===== src/rtl/dsp38_mac_sequencer.sv =====
// Frame sequencer for a DSP38 in multiply-accumulate mode: streams operand pairs in,
// accumulates cfg_len products per frame, and returns the drained sum on a valid/ready port.
module dsp38_mac_sequencer #(
   parameter int A_WIDTH     = 20,
   parameter int B_WIDTH     = 18,
   parameter int Z_WIDTH     = 38,
   parameter int LEN_WIDTH   = 8,
   parameter int DSP_LATENCY = 2
) (
   input  logic                 CLK,
   input  logic                 RESET,
   input  logic [LEN_WIDTH-1:0] cfg_len,
   input  logic                 cfg_subtract,
   input  logic [5:0]           cfg_shift,
   input  logic                 cfg_round,
   input  logic                 cfg_saturate,
   input  logic                 cfg_unsigned_a,
   input  logic                 cfg_unsigned_b,
   input  logic                 s_valid,
   output logic                 s_ready,
   input  logic [A_WIDTH-1:0]   s_a,
   input  logic [B_WIDTH-1:0]   s_b,
   output logic [A_WIDTH-1:0]   dsp_a,
   output logic [B_WIDTH-1:0]   dsp_b,
   output logic                 dsp_load_acc,
   output logic [2:0]           dsp_feedback,
   output logic                 dsp_subtract,
   output logic [5:0]           dsp_shift_right,
   output logic                 dsp_round,
   output logic                 dsp_saturate,
   output logic                 dsp_unsigned_a,
   output logic                 dsp_unsigned_b,
   input  logic [Z_WIDTH-1:0]   dsp_z,
   output logic                 m_valid,
   input  logic                 m_ready,
   output logic [Z_WIDTH-1:0]   m_z,
   output logic                 busy
);

   localparam logic [1:0] ST_IDLE  = 2'd0;
   localparam logic [1:0] ST_ACCUM = 2'd1;
   localparam logic [1:0] ST_DRAIN = 2'd2;
   localparam logic [1:0] ST_HOLD  = 2'd3;

   localparam int DW = (DSP_LATENCY < 1) ? 1 : $clog2(DSP_LATENCY + 1);
   localparam logic [DW-1:0] DRAIN_LOAD = DW'(DSP_LATENCY);

   logic [1:0]           state;
   logic [1:0]           state_nxt;
   logic [LEN_WIDTH-1:0] beat_cnt;
   logic [LEN_WIDTH-1:0] len_q;
   logic [LEN_WIDTH-1:0] cfg_len_eff;
   logic                 sub_q;
   logic [DW-1:0]        drain_cnt;
   logic                 s_ready_q;
   logic                 m_valid_q;
   logic [Z_WIDTH-1:0]   m_z_q;
   logic                 hs;
   logic                 last_beat;

   assign hs          = s_valid & s_ready_q;
   assign cfg_len_eff = (cfg_len == '0) ? LEN_WIDTH'(1) : cfg_len;
   assign last_beat   = (beat_cnt == len_q - LEN_WIDTH'(1));

   always_comb begin
      state_nxt = state;
      case (state)
         ST_IDLE:  if (hs) state_nxt = (cfg_len_eff == LEN_WIDTH'(1)) ? ST_DRAIN : ST_ACCUM;
         ST_ACCUM: if (hs && last_beat) state_nxt = ST_DRAIN;
         ST_DRAIN: if (drain_cnt == '0) state_nxt = ST_HOLD;
         ST_HOLD:  if (m_ready) state_nxt = ST_IDLE;
         default:  state_nxt = ST_IDLE;
      endcase
   end

   always_ff @(posedge CLK or posedge RESET) begin
      if (RESET) begin
         state           <= ST_IDLE;
         beat_cnt        <= '0;
         len_q           <= '0;
         sub_q           <= 1'b0;
         drain_cnt       <= '0;
         s_ready_q       <= 1'b0;
         m_valid_q       <= 1'b0;
         m_z_q           <= '0;
         dsp_a           <= '0;
         dsp_b           <= '0;
         dsp_load_acc    <= 1'b0;
         dsp_subtract    <= 1'b0;
         dsp_shift_right <= '0;
         dsp_round       <= 1'b0;
         dsp_saturate    <= 1'b0;
         dsp_unsigned_a  <= 1'b0;
         dsp_unsigned_b  <= 1'b0;
      end else begin
         state     <= state_nxt;
         // s_ready is registered from the next state, so it reopens the cycle after a result handshake
         s_ready_q <= (state_nxt == ST_IDLE) || (state_nxt == ST_ACCUM);

         // Bubble by default: zero operands, accumulator holds (or stays loaded with 0 when idle)
         dsp_a        <= '0;
         dsp_b        <= '0;
         dsp_load_acc <= (state != ST_IDLE);
         dsp_subtract <= 1'b0;

         case (state)
            ST_IDLE: begin
               if (hs) begin
                  len_q           <= cfg_len_eff;
                  sub_q           <= cfg_subtract;
                  dsp_shift_right <= cfg_shift;
                  dsp_round       <= cfg_round;
                  dsp_saturate    <= cfg_saturate;
                  dsp_unsigned_a  <= cfg_unsigned_a;
                  dsp_unsigned_b  <= cfg_unsigned_b;
                  beat_cnt        <= LEN_WIDTH'(1);
                  dsp_a           <= s_a;
                  dsp_b           <= s_b;
                  dsp_load_acc    <= 1'b0;
                  if (cfg_len_eff == LEN_WIDTH'(1)) drain_cnt <= DRAIN_LOAD;
               end
            end
            ST_ACCUM: begin
               if (hs) begin
                  beat_cnt     <= beat_cnt + LEN_WIDTH'(1);
                  dsp_a        <= s_a;
                  dsp_b        <= s_b;
                  dsp_load_acc <= 1'b1;
                  dsp_subtract <= sub_q;
                  if (last_beat) drain_cnt <= DRAIN_LOAD;
               end
            end
            ST_DRAIN: begin
               if (drain_cnt == '0) begin
                  m_z_q     <= dsp_z;
                  m_valid_q <= 1'b1;
               end else begin
                  drain_cnt <= drain_cnt - DW'(1);
               end
            end
            ST_HOLD: begin
               if (m_ready) begin
                  m_valid_q <= 1'b0;
                  beat_cnt  <= '0;
               end
            end
            default: ;
         endcase
      end
   end

   assign s_ready      = s_ready_q;
   assign m_valid      = m_valid_q;
   assign m_z          = m_z_q;
   assign dsp_feedback = 3'b000;
   assign busy         = (state != ST_IDLE);

endmodule


===== config.mk =====
export PLATFORM = sky130hd
export DESIGN_NAME = dsp38_mac_sequencer
export DESIGN_NICKNAME = d
export VERILOG_FILES = /design/src/rtl/dsp38_mac_sequencer.sv
export SDC_FILE = /design/constraint.sdc
export NUM_CORES = 1
export LEC_CHECK = 0
export BUFFER_PORTS_ARGS = -buffer_cell sky130_fd_sc_hd__clkbuf_2
export CAP_MARGIN = 20
export CORE_ASPECT_RATIO = 0.5
export CORE_MARGIN = 5
export CORE_UTILIZATION = 48
export DETAILED_ROUTE_END_ITERATION = 6
export PLACE_DENSITY_LB_ADDON = 0.12
export SYNTH_ARGS = -nofsm -noshare
export SYNTH_HDL_FRONTEND = slang
export SYNTH_SLANG_ARGS = --single-unit

===== constraint.sdc =====
create_clock -name CLK -period 3.4 [get_ports CLK]
set_input_delay 0.17 -clock CLK [delete_from_list [all_inputs] [get_ports CLK]]
set_output_delay 0.17 -clock CLK [all_outputs]
set_load 0.1 [all_outputs]

==> parameters.txt, run 1 <==
Parameter                              Value

Critical path
  Dominant delay contributor by cell family on the critical path ... compound AO/OA/AOI/OAI gates
  Worst EP required ... 3630 ps
  Largest fanout of any net on the critical path ... 4
  Buffer and inverter count on the worst path ... 1
  Cell type of the slowest stage on the worst timing path ... sky130_fd_sc_hd__dfrtp_1
  Cells along the critical path ... inv_1 -> ha_1 -> or3b_4 -> nor4_2 -> o2111ai_1 -> a311o_1 -> a221oi_2 -> mux2_1
  Launching element type of the critical path ... register
  Critical path capture point type ... register
  Worst Path Arrival ... 2810 ps
  Highest cell delay on the worst timing path ... 430 ps
  Worst Setup Path Type ... register to register

Floorplanning
  Initial cell density of the core ... 48.5%
  IO Count ... 193
  Die area ... 11600 um2
  Vertical die dimension ... 78.6 um
  Std-Cell Core Area ... 9320 um2
  Die outline width ... 147 um
  FP Rows ... 25

Detailed routing
  Met1 wire length ... 3.82 mm
  WL final ... 10.2 mm
  Router iterations before antenna repair ... 6
  Via-per-instance ratio ... 4.88
  DR WL/cell ... 15.4 um
  Routed met2 length ... 5.35 mm
  Met3 WL ... 951 um
  Vias after detailed routing ... 3230
  Drt initial violations ... 127
  Highest layer used for signal routing ... met4
  Antenna Nets Post-Route ... 0
  DRC violation count after routing ... 0

Timing
  Unrepaired setup endpoints after global routing ... no
  Final critical delay including setup and external delays ... 2590 ps
  Setup tns final ... 0 ps
  Worst-case clock skew ... 4.80 ps
  Normalized max-slew margin ... 54.3%
  Slew of the pin with the lowest slew margin ... 679 ps
  Hold Violations, Final ... 0
  Count of final max-slew check failures ... 0
  Achievable frequency ... 0.386 GHz
  Number of failing setup endpoints in the final timing report ... 0
  Fin crit share ... 76.1%

Synth
  Number of enable-type register cells in the synthesized netlist ... 0
  Commonest cells in the synthesized netlist ... sky130_fd_sc_hd__dfrtp_1 (111), sky130_fd_sc_hd__mux2_2 (56), sky130_fd_sc_hd__and2_1 (38)
  Number of instances in the synthesized netlist ... 344
  Number of distinct library cells after synthesis ... 48
  Sequential cell area fraction in the yosys report ... 61.4%
  Average footprint of a synthesized cell ... 13.1 um2
  Area share of the leading cell type in the synthesized netlist ... 61.4%
  Register bit total from synthesis ... 111
  Synth Flop Type ... sky130_fd_sc_hd__dfrtp_1
  Ranking of synthesized cells by area ... sky130_fd_sc_hd__dfrtp_1 (61%), sky130_fd_sc_hd__mux2_2 (14%), sky130_fd_sc_hd__and2_1 (5.3%)
  Biggest area consumer among synthesized cells ... sky130_fd_sc_hd__dfrtp_1
  Share of synthesized flip-flops with an asynchronous set or reset ... 100%
  Synth warnings ... 0
  Most common cell in the synthesized netlist ... sky130_fd_sc_hd__dfrtp_1
  Area of the mapped netlist ... 4520 um2

Placed design
  RD Place Congestion ... 0.790
  Post-detail-place hpwl ... 7.76 mm
  Count of input and output buffers ... 189

Cells and area
  Total inserted antenna cells ... 0
  Nets ... 643
  Register area ... 2780 um2
  Share of post-route cells with drive strength above 1 ... 49.9%
  Area used by multi-input combinational logic ... 1630 um2
  Synth-to-layout area growth ... 30.4%
  Fill cells ... 750

GRT
  Global-route wire length before repair ... 16.6 mm
  Antenna violations before repair ... 0
  Pin count of the biggest net entering global routing ... 65
  Via count of the first global-routing pass ... 3356
  Total global routing track utilization ... 18.3%
  Total congestion overflow ... 0

Worst hold path
  Min-Delay Path Class ... primary input to register

Clocking
  Number of buffers inserted during clock tree synthesis ... 9
  TritonCTS Sinks ... 111
  Quantity of gates resized following cts ... 0
  Register clock-pin slew on the reported worst setup and hold paths ... 70 ps
  Clock Path Buffers ... 2
  Clk Latency, worst-skew pair ... 340 ps
  CTS tree ... built
  Total number of H-tree levels ... 3
  Clock root buffer master ... sky130_fd_sc_hd__clkbuf_16

Run status
  Run status ... completed

Run
  MaxCap Viol Count ... 0
[worst paths after layout]
kind                               startpoint                  to  slack (ps)  depth (start not counted)
max                                  len_q[0]        drain_cnt[1]         810                          8
min                                    s_a[7]            dsp_a[7]          30                          2
max reg2reg                          len_q[0]        drain_cnt[1]         810                          8
min reg2reg                dsp_shift_right[2]  dsp_shift_right[2]         510                          1
max in group asynchronous               RESET        dsp_saturate        2200                          4
min in group asynchronous               RESET           dsp_a[16]         440                          3
[registers in the layout, summed over array words and instances (netlist names), 2 cells and up]
signal / cells
beat_cnt: 8
dsp_a: 20
state: 2
drain_cnt: 2
dsp_b: 18
dsp_shift_right: 6
len_q: 8
m_z: 38
[metal layers]
metal | global-route usage [%] | vias to the layer above
met5 | 0 | -
met4 | 4.37 | 0
met3 | 7.90 | 6
met2 | 32.2 | 112
met1 | 20.8 | 1568
li1 | - | 1544
[logic make-up after synthesis]
group | synth area share, %
and+or+nand+nor | 12.0
other | 0.0830
AOI/OAI and AO/OA | 4.93
xor gates and xnor gates | 1.94
DFF | 61.4
muxes | 14.6
adders and majority gates | 2.21
buffers and inverters | 2.74
[cells in the final DEF, fill, tap and decap left out, types with 4 or more instances in the layout]
cell and n:
sky130_fd_sc_hd__clkbuf_16 9, sky130_fd_sc_hd__clkbuf_2 189, sky130_fd_sc_hd__dfrtp_1 111, sky130_fd_sc_hd__nand3_1 5, sky130_fd_sc_hd__inv_1 14, sky130_fd_sc_hd__ha_1 8, sky130_fd_sc_hd__o21ai_0 5, sky130_fd_sc_hd__mux2_2 56
sky130_fd_sc_hd__nand2b_1 4, sky130_fd_sc_hd__and2_1 38, sky130_fd_sc_hd__a21oi_1 4, sky130_fd_sc_hd__xor2_1 4, sky130_fd_sc_hd__xnor2_1 6, sky130_fd_sc_hd__nor2_1 8, sky130_fd_sc_hd__nor3_1 6, sky130_fd_sc_hd__nand2_1 19
[cell type report]
class,count,area share [%]
Tap cell,121,2.57
Clock buffer,10,3.89
Sequential cell,111,47.1
Multi-Input combinational cell,205,27.6
Clock inverter,6,0.870
Inverter,15,0.998
Timing Repair Buffer,194,16.9
[timing repair]
action | CTS | global route
buffers inserted | 0 | 0
hold endpoints to repair | 47 | 0
hold buffers | 1 | 0
[per-stage QoR]
step / cell area [um2] / cells / hold WS, ps / util (%) / setup slack [ps]
2_1_floorplan: 4530 / 346 / 299 / - / 299
3_3_place_gp: 5600 / 645 / 277 / 60.1 / 897
3_5_place_dp: 5600 / 645 / 279 / 60.1 / 818
4_1_cts: 5890 / 662 / 12.6 / 63.2 / 814
5_1_grt: 5890 / 662 / 9.81 / 63.2 / 685
6_report: 5890 / 662 / 27.3 / 63.2 / 811
Power of run 1 is not shown: default switching activity piles up to over one toggle a cycle in this logic, so the estimate is an artifact.
==> run 2: changes to the inputs <==
--- a/config.mk
+++ b/config.mk
@@ -9,7 +9,7 @@
 export CAP_MARGIN = 20
 export CORE_ASPECT_RATIO = 0.5
 export CORE_MARGIN = 5
-export CORE_UTILIZATION = 48
+export CORE_UTILIZATION = 43
 export DETAILED_ROUTE_END_ITERATION = 6
 export PLACE_DENSITY_LB_ADDON = 0.12
 export SYNTH_ARGS = -nofsm -noshare
==> constraint.sdc (replaced) <==
create_clock -name CLK -period 2.3 [get_ports CLK]
set_input_delay 0.115 -clock CLK [delete_from_list [all_inputs] [get_ports CLK]]
set_output_delay 0.115 -clock CLK [all_outputs]
set_load 0.1 [all_outputs]
==> parameters.txt, run 2 (synthesis gave the netlist of run 1 again) <==
Parameter                              Value

Placed design
  Count of input and output buffers ... 189
  Post-detail-place hpwl ... 8.17 mm
  Placed Instance Area ... 5750 um2
  RD Place Congestion ... 0.799

Detailed routing
  Antenna Nets Post-Route ... 0
  Vias after detailed routing ... 3633
  Router iterations before antenna repair ... 4
  WL final ... 12.0 mm
  DRC violation count after routing ... 0
  DR WL/cell ... 15.3 um
  Via-per-instance ratio ... 4.64
  Drt initial violations ... 116

GRT
  Antenna violations before repair ... 0
  Via count of the first global-routing pass ... 3921
  Global-route wire length before repair ... 19.3 mm
  Total congestion overflow ... 0
  Total global routing track utilization ... 19.4%
  Pin count of the biggest net entering global routing ... 73

Timing
  Worst-case clock skew ... 10.5 ps
  Final critical delay including setup and external delays ... 2370 ps
  Count of final max-slew check failures ... 0
  Fin crit share ... 103%
  Number of failing setup endpoints in the final timing report ... 2
  Unrepaired setup endpoints after global routing ... yes
  Achievable frequency ... 0.423 GHz
  Hold Violations, Final ... 0
  Normalized max-slew margin ... 62.2%
  Slew of the pin with the lowest slew margin ... 569 ps
  Final setup margin ... -65.3 ps

Cells and area
  Largest register FFs ... 38
  Synth-to-layout area growth ... 53.5%
  Leading cell types in the layout, fill and taps excluded ... sky130_fd_sc_hd__clkbuf_2 (189), sky130_fd_sc_hd__dfrtp_1 (111), sky130_fd_sc_hd__dlygate4sd3_1 (85)
  Nets ... 744
  Share of post-route cells with drive strength above 1 ... 45.8%
  Fill cells ... 775
  Most common cell after layout, fill and taps aside ... sky130_fd_sc_hd__clkbuf_2
  Final instance area ... 6940 um2

Clocking
  Total number of H-tree levels ... 3
  Clock root buffer master ... sky130_fd_sc_hd__clkbuf_16
  Register clock-pin slew on the reported worst setup and hold paths ... 80 ps
  Clk Latency, worst-skew pair ... 350 ps
  CTS tree ... built
  TritonCTS Sinks ... 111
  Number of buffers inserted during clock tree synthesis ... 9
  Clock Path Buffers ... 2

Worst hold path
  Hold Startpoint ... dsp_z[27]
  Sink of the worst hold path ... m_z[27]
  Min-Delay Path Class ... primary input to register
  Cells on Worst Hold Path ... 2

Critical path
  Worst reg-to-reg setup slack ... -70 ps
  Largest fanout of any net on the critical path ... 3
  R2R cell count ... 8
  Worst Path Arrival ... 2600 ps
  Reg-to-reg critical path startpoint ... len_q[0]
  Critical path capture point type ... register
  Launching element type of the critical path ... register
  Reg2reg end ... drain_cnt[1]
  Worst EP required ... 2540 ps
  Worst Setup Path Type ... register to register

Floorplanning
  Initial cell density of the core ... 44.1%
  FP Rows ... 26
  Die area ... 12800 um2
  Vertical die dimension ... 82.5 um
  Die outline width ... 155 um
  IO Count ... 193
  Std-Cell Core Area ... 10200 um2

Run status
  Run status ... finished with violations
  Failing checks ... setup timing

Run
  MaxCap Viol Count ... 0
[run 2: cell count changes in the layout (fill, tap and decap cells not counted), sizes merged]
cell         before  now
inv              18   17
clkinv            3    2
diode             0    1
dlygate4sd3       1   85
buf               4   21
clkinvlp          0    2
[run 2: final cells by class]
cell class	count	area, um2	area share, %
diodes	1	2.50	0.0361
clock buffers	10	229	3.30
clock inverters	6	60.1	0.865
inverters	15	63.8	0.920
multi-input cells	205	1660	24.0
flip-flops and latches	111	2780	40.0
well taps	140	175	2.52
repair buffers	295	1970	28.3
[run 2: metrics by stage]
| step | std cells | worst slack, ps | hold slack (ps) | TNS, ps | utilization, % |
|---|---|---|---|---|---|
| 4_1_cts | 781 | -67.6 | 1.10 | -68.4 | 67.5 |
| 5_1_grt | 782 | -189 | 0.678 | -372 | 67.7 |
| 3_5_place_dp | 679 | -113 | 264 | -145 | 56.1 |
| 2_1_floorplan | 346 | -56.2 | 244 | -56.2 | - |
| 6_report | 783 | -65.3 | 11.1 | -89.9 | 67.7 |
| 3_3_place_gp | 679 | -37.5 | 256 | -37.5 | 56.1 |
[run 2: metal layers]
| layer | global-route usage [%] | share of wire [%] | wire (um) |
|---|---|---|---|
| met1 | 20.8 | 37 | 4380 |
| met5 | 0 | 0 | 0 |
| met3 | 8.02 | 7.5 | 900 |
| met2 | 35.9 | 55 | 6520 |
| met4 | 5.46 | 1.2 | 144 |
[run 2: worst max path at each step]
stage | from | to | cells past startpoint
floorplan | len_q[0] | drain_cnt[1] | 8
global placement | len_q[0] | drain_cnt[1] | 8
detailed placement | len_q[0] | drain_cnt[1] | 8
CTS | len_q[0] | drain_cnt[1] | 8
global route | len_q[0] | drain_cnt[1] | 8
finish | len_q[0] | drain_cnt[1] | 8
[run 2: what timing repair did]
action                                  in CTS  in global routing
buffers inserted                             1                  1
hold endpoints to repair                   195                  0
resized for setup                            4                  4
endpoints found under the setup margin       2                  3
hold buffers                                85                  0
[run 2: worst max-delay path, cell delays in order (launching register included)]
cell and delay (ps):
sky130_fd_sc_hd__dfrtp_1 390, sky130_fd_sc_hd__inv_2 80, sky130_fd_sc_hd__ha_4 130, sky130_fd_sc_hd__or3b_4 400
sky130_fd_sc_hd__nor4_4 160, sky130_fd_sc_hd__o2111ai_2 120, sky130_fd_sc_hd__a311o_1 330, sky130_fd_sc_hd__a221oi_2 320
sky130_fd_sc_hd__mux2_4 320
Power of run 2 is left out for the same reason.
==> run 3: changes to the inputs <==
--- a/config.mk
+++ b/config.mk
@@ -5,11 +5,11 @@
 export SDC_FILE = /design/constraint.sdc
 export NUM_CORES = 1
 export LEC_CHECK = 0
-export BUFFER_PORTS_ARGS = -buffer_cell sky130_fd_sc_hd__clkbuf_2
+export BUFFER_PORTS_ARGS = -buffer_cell sky130_fd_sc_hd__buf_2
 export CAP_MARGIN = 20
 export CORE_ASPECT_RATIO = 0.5
 export CORE_MARGIN = 5
-export CORE_UTILIZATION = 43
+export CORE_UTILIZATION = 51
 export DETAILED_ROUTE_END_ITERATION = 6
 export PLACE_DENSITY_LB_ADDON = 0.12
 export SYNTH_ARGS = -nofsm -noshare
==> constraint.sdc (replaced) <==
create_clock -name CLK -period 2.75 [get_ports CLK]
set_input_delay 0.1375 -clock CLK [delete_from_list [all_inputs] [get_ports CLK]]
set_output_delay 0.1375 -clock CLK [all_outputs]
set_load 0.1 [all_outputs]
==> parameters.txt, run 3 (synthesis gave the netlist of run 1 again) <==
Parameter                              Value

Timing
  Count of final max-slew check failures ... 0
  Final critical delay including setup and external delays ... 2580 ps
  Unrepaired setup endpoints after global routing ... no
  Number of failing setup endpoints in the final timing report ... 0
  Worst-case clock skew ... 9.52 ps
  Achievable frequency ... 0.387 GHz
  Setup tns final ... 0 ps
  Fin crit share ... 93.9%
  Hold Violations, Final ... 0

Critical path
  Dominant delay contributor by cell family on the critical path ... compound AO/OA/AOI/OAI gates
  Critical path capture point type ... register
  Cells along the critical path ... inv_1 -> ha_1 -> or3b_4 -> nor4_2 -> o2111ai_1 -> a311o_1 -> a221oi_2 -> mux2_1
  Worst EP required ... 2980 ps
  Highest cell delay on the worst timing path ... 440 ps
  Buffer and inverter count on the worst path ... 1
  Worst Setup Path Type ... register to register
  Worst Path Arrival ... 2810 ps
  Cell type of the slowest stage on the worst timing path ... sky130_fd_sc_hd__dfrtp_1
  Largest fanout of any net on the critical path ... 4
  Launching element type of the critical path ... register

Cells and area
  Largest register FFs ... 38
  Register area ... 2780 um2
  Final core utilization ... 74.3%
  Share of post-route cells with drive strength above 1 ... 46.2%
  Post-Layout Cell Count ... 712
  Total inserted antenna cells ... 0
  Area used by multi-input combinational logic ... 1630 um2
  Most common cell after layout, fill and taps aside ... sky130_fd_sc_hd__buf_2
  Fill cells ... 587
  Leading cell types in the layout, fill and taps excluded ... sky130_fd_sc_hd__buf_2 (189), sky130_fd_sc_hd__dfrtp_1 (111), sky130_fd_sc_hd__mux2_2 (56)
  Final instance area ... 6450 um2
  Synth-to-layout area growth ... 42.7%
  Nets ... 697

Floorplanning
  Vertical die dimension ... 76.6 um
  Std-Cell Core Area ... 8680 um2
  Die outline width ... 143 um
  IO Count ... 193
  Initial cell density of the core ... 52.1%
  Die area ... 11000 um2
  FP Rows ... 24

Detailed routing
  WL final ... 11.6 mm
  DRC violation count after routing ... 0
  Via-per-instance ratio ... 4.91
  DR WL/cell ... 16.2 um
  Drt initial violations ... 154
  Vias after detailed routing ... 3497
  Router iterations before antenna repair ... 4
  Antenna Nets Post-Route ... 0

GRT
  Total global routing track utilization ... 22.1%
  Antenna violations before repair ... 0
  Via count of the first global-routing pass ... 3742
  Pin count of the biggest net entering global routing ... 56
  Global-route wire length before repair ... 18.6 mm
  Total congestion overflow ... 0

Clocking
  Clock root buffer master ... sky130_fd_sc_hd__clkbuf_16
  Total number of H-tree levels ... 3
  TritonCTS Sinks ... 111
  Quantity of hold-fixing buffers added after cts ... 51
  Register clock-pin slew on the reported worst setup and hold paths ... 80 ps
  Number of buffers inserted during clock tree synthesis ... 9
  Buffers inserted by post-CTS timing repair ... 0
  Quantity of gates resized following cts ... 0
  CTS tree ... built
  Clock Path Buffers ... 2
  Clk Latency, worst-skew pair ... 350 ps

Run status
  Run status ... completed

Placed design
  RD Place Congestion ... 0.763
  Post-detail-place hpwl ... 7.76 mm
  Count of input and output buffers ... 189
  Placed insts ... 645
  Placed Instance Area ... 5640 um2

Worst hold path
  Min-Delay Path Class ... primary input to register

Run
  MaxCap Viol Count ... 0
## run 3: layer usage
layer  vias to the layer above  wire, um  GRT usage [%]
met5                         -         0              0
met4                         0       197           7.78
met3                        18       863           8.71
met2                       108      6450           40.4
met1                      1716      4040           23.0
li1                       1655         -              -
## run 3: final cells by class
cell class	instances	share of cell area, %
Tap cell	117	2.27
Clock buffer	10	3.55
Multi-Input combinational cell	205	25.3
Inverter	15	0.931
Clock inverter	6	1.01
Sequential cell	111	43.1
Timing Repair Buffer	248	23.9
## run 3: path summary, 6_finish.rpt
| kind | startpoint | endpoint | slack, ps | cells after the start |
|---|---|---|---|---|
| setup reg to reg | len_q[0] | drain_cnt[1] | 170 | 8 |
| min in group asynchronous | RESET | m_z[22] | 360 | 3 |
| max in group asynchronous | RESET | drain_cnt[1] | 1570 | 4 |
| hold / removal | dsp_z[24] | m_z[24] | 20 | 2 |
| hold reg to reg | drain_cnt[1] | drain_cnt[1] | 490 | 1 |
| setup / recovery | len_q[0] | drain_cnt[1] | 170 | 8 |
## run 3: worst reg2reg max path: cells and delay by family (launching register included)
family	cells	cell delay, ps
AOI/OAI and AO/OA	3	840
and+or+nand+nor	2	550
DFF	1	440
muxes	1	350
adders and majority gates	1	180
buffers and inverters	1	100
## run 3: stage by stage
step / setup slack [ps] / hold slack [ps]
6_report: 167 / 15.0
3_3_place_gp: 232 / 188
3_5_place_dp: 177 / 190
5_1_grt: 18.5 / 2.11
2_1_floorplan: 323 / 266
4_1_cts: 158 / 0.315
Power of run 3 is left out for the same reason.
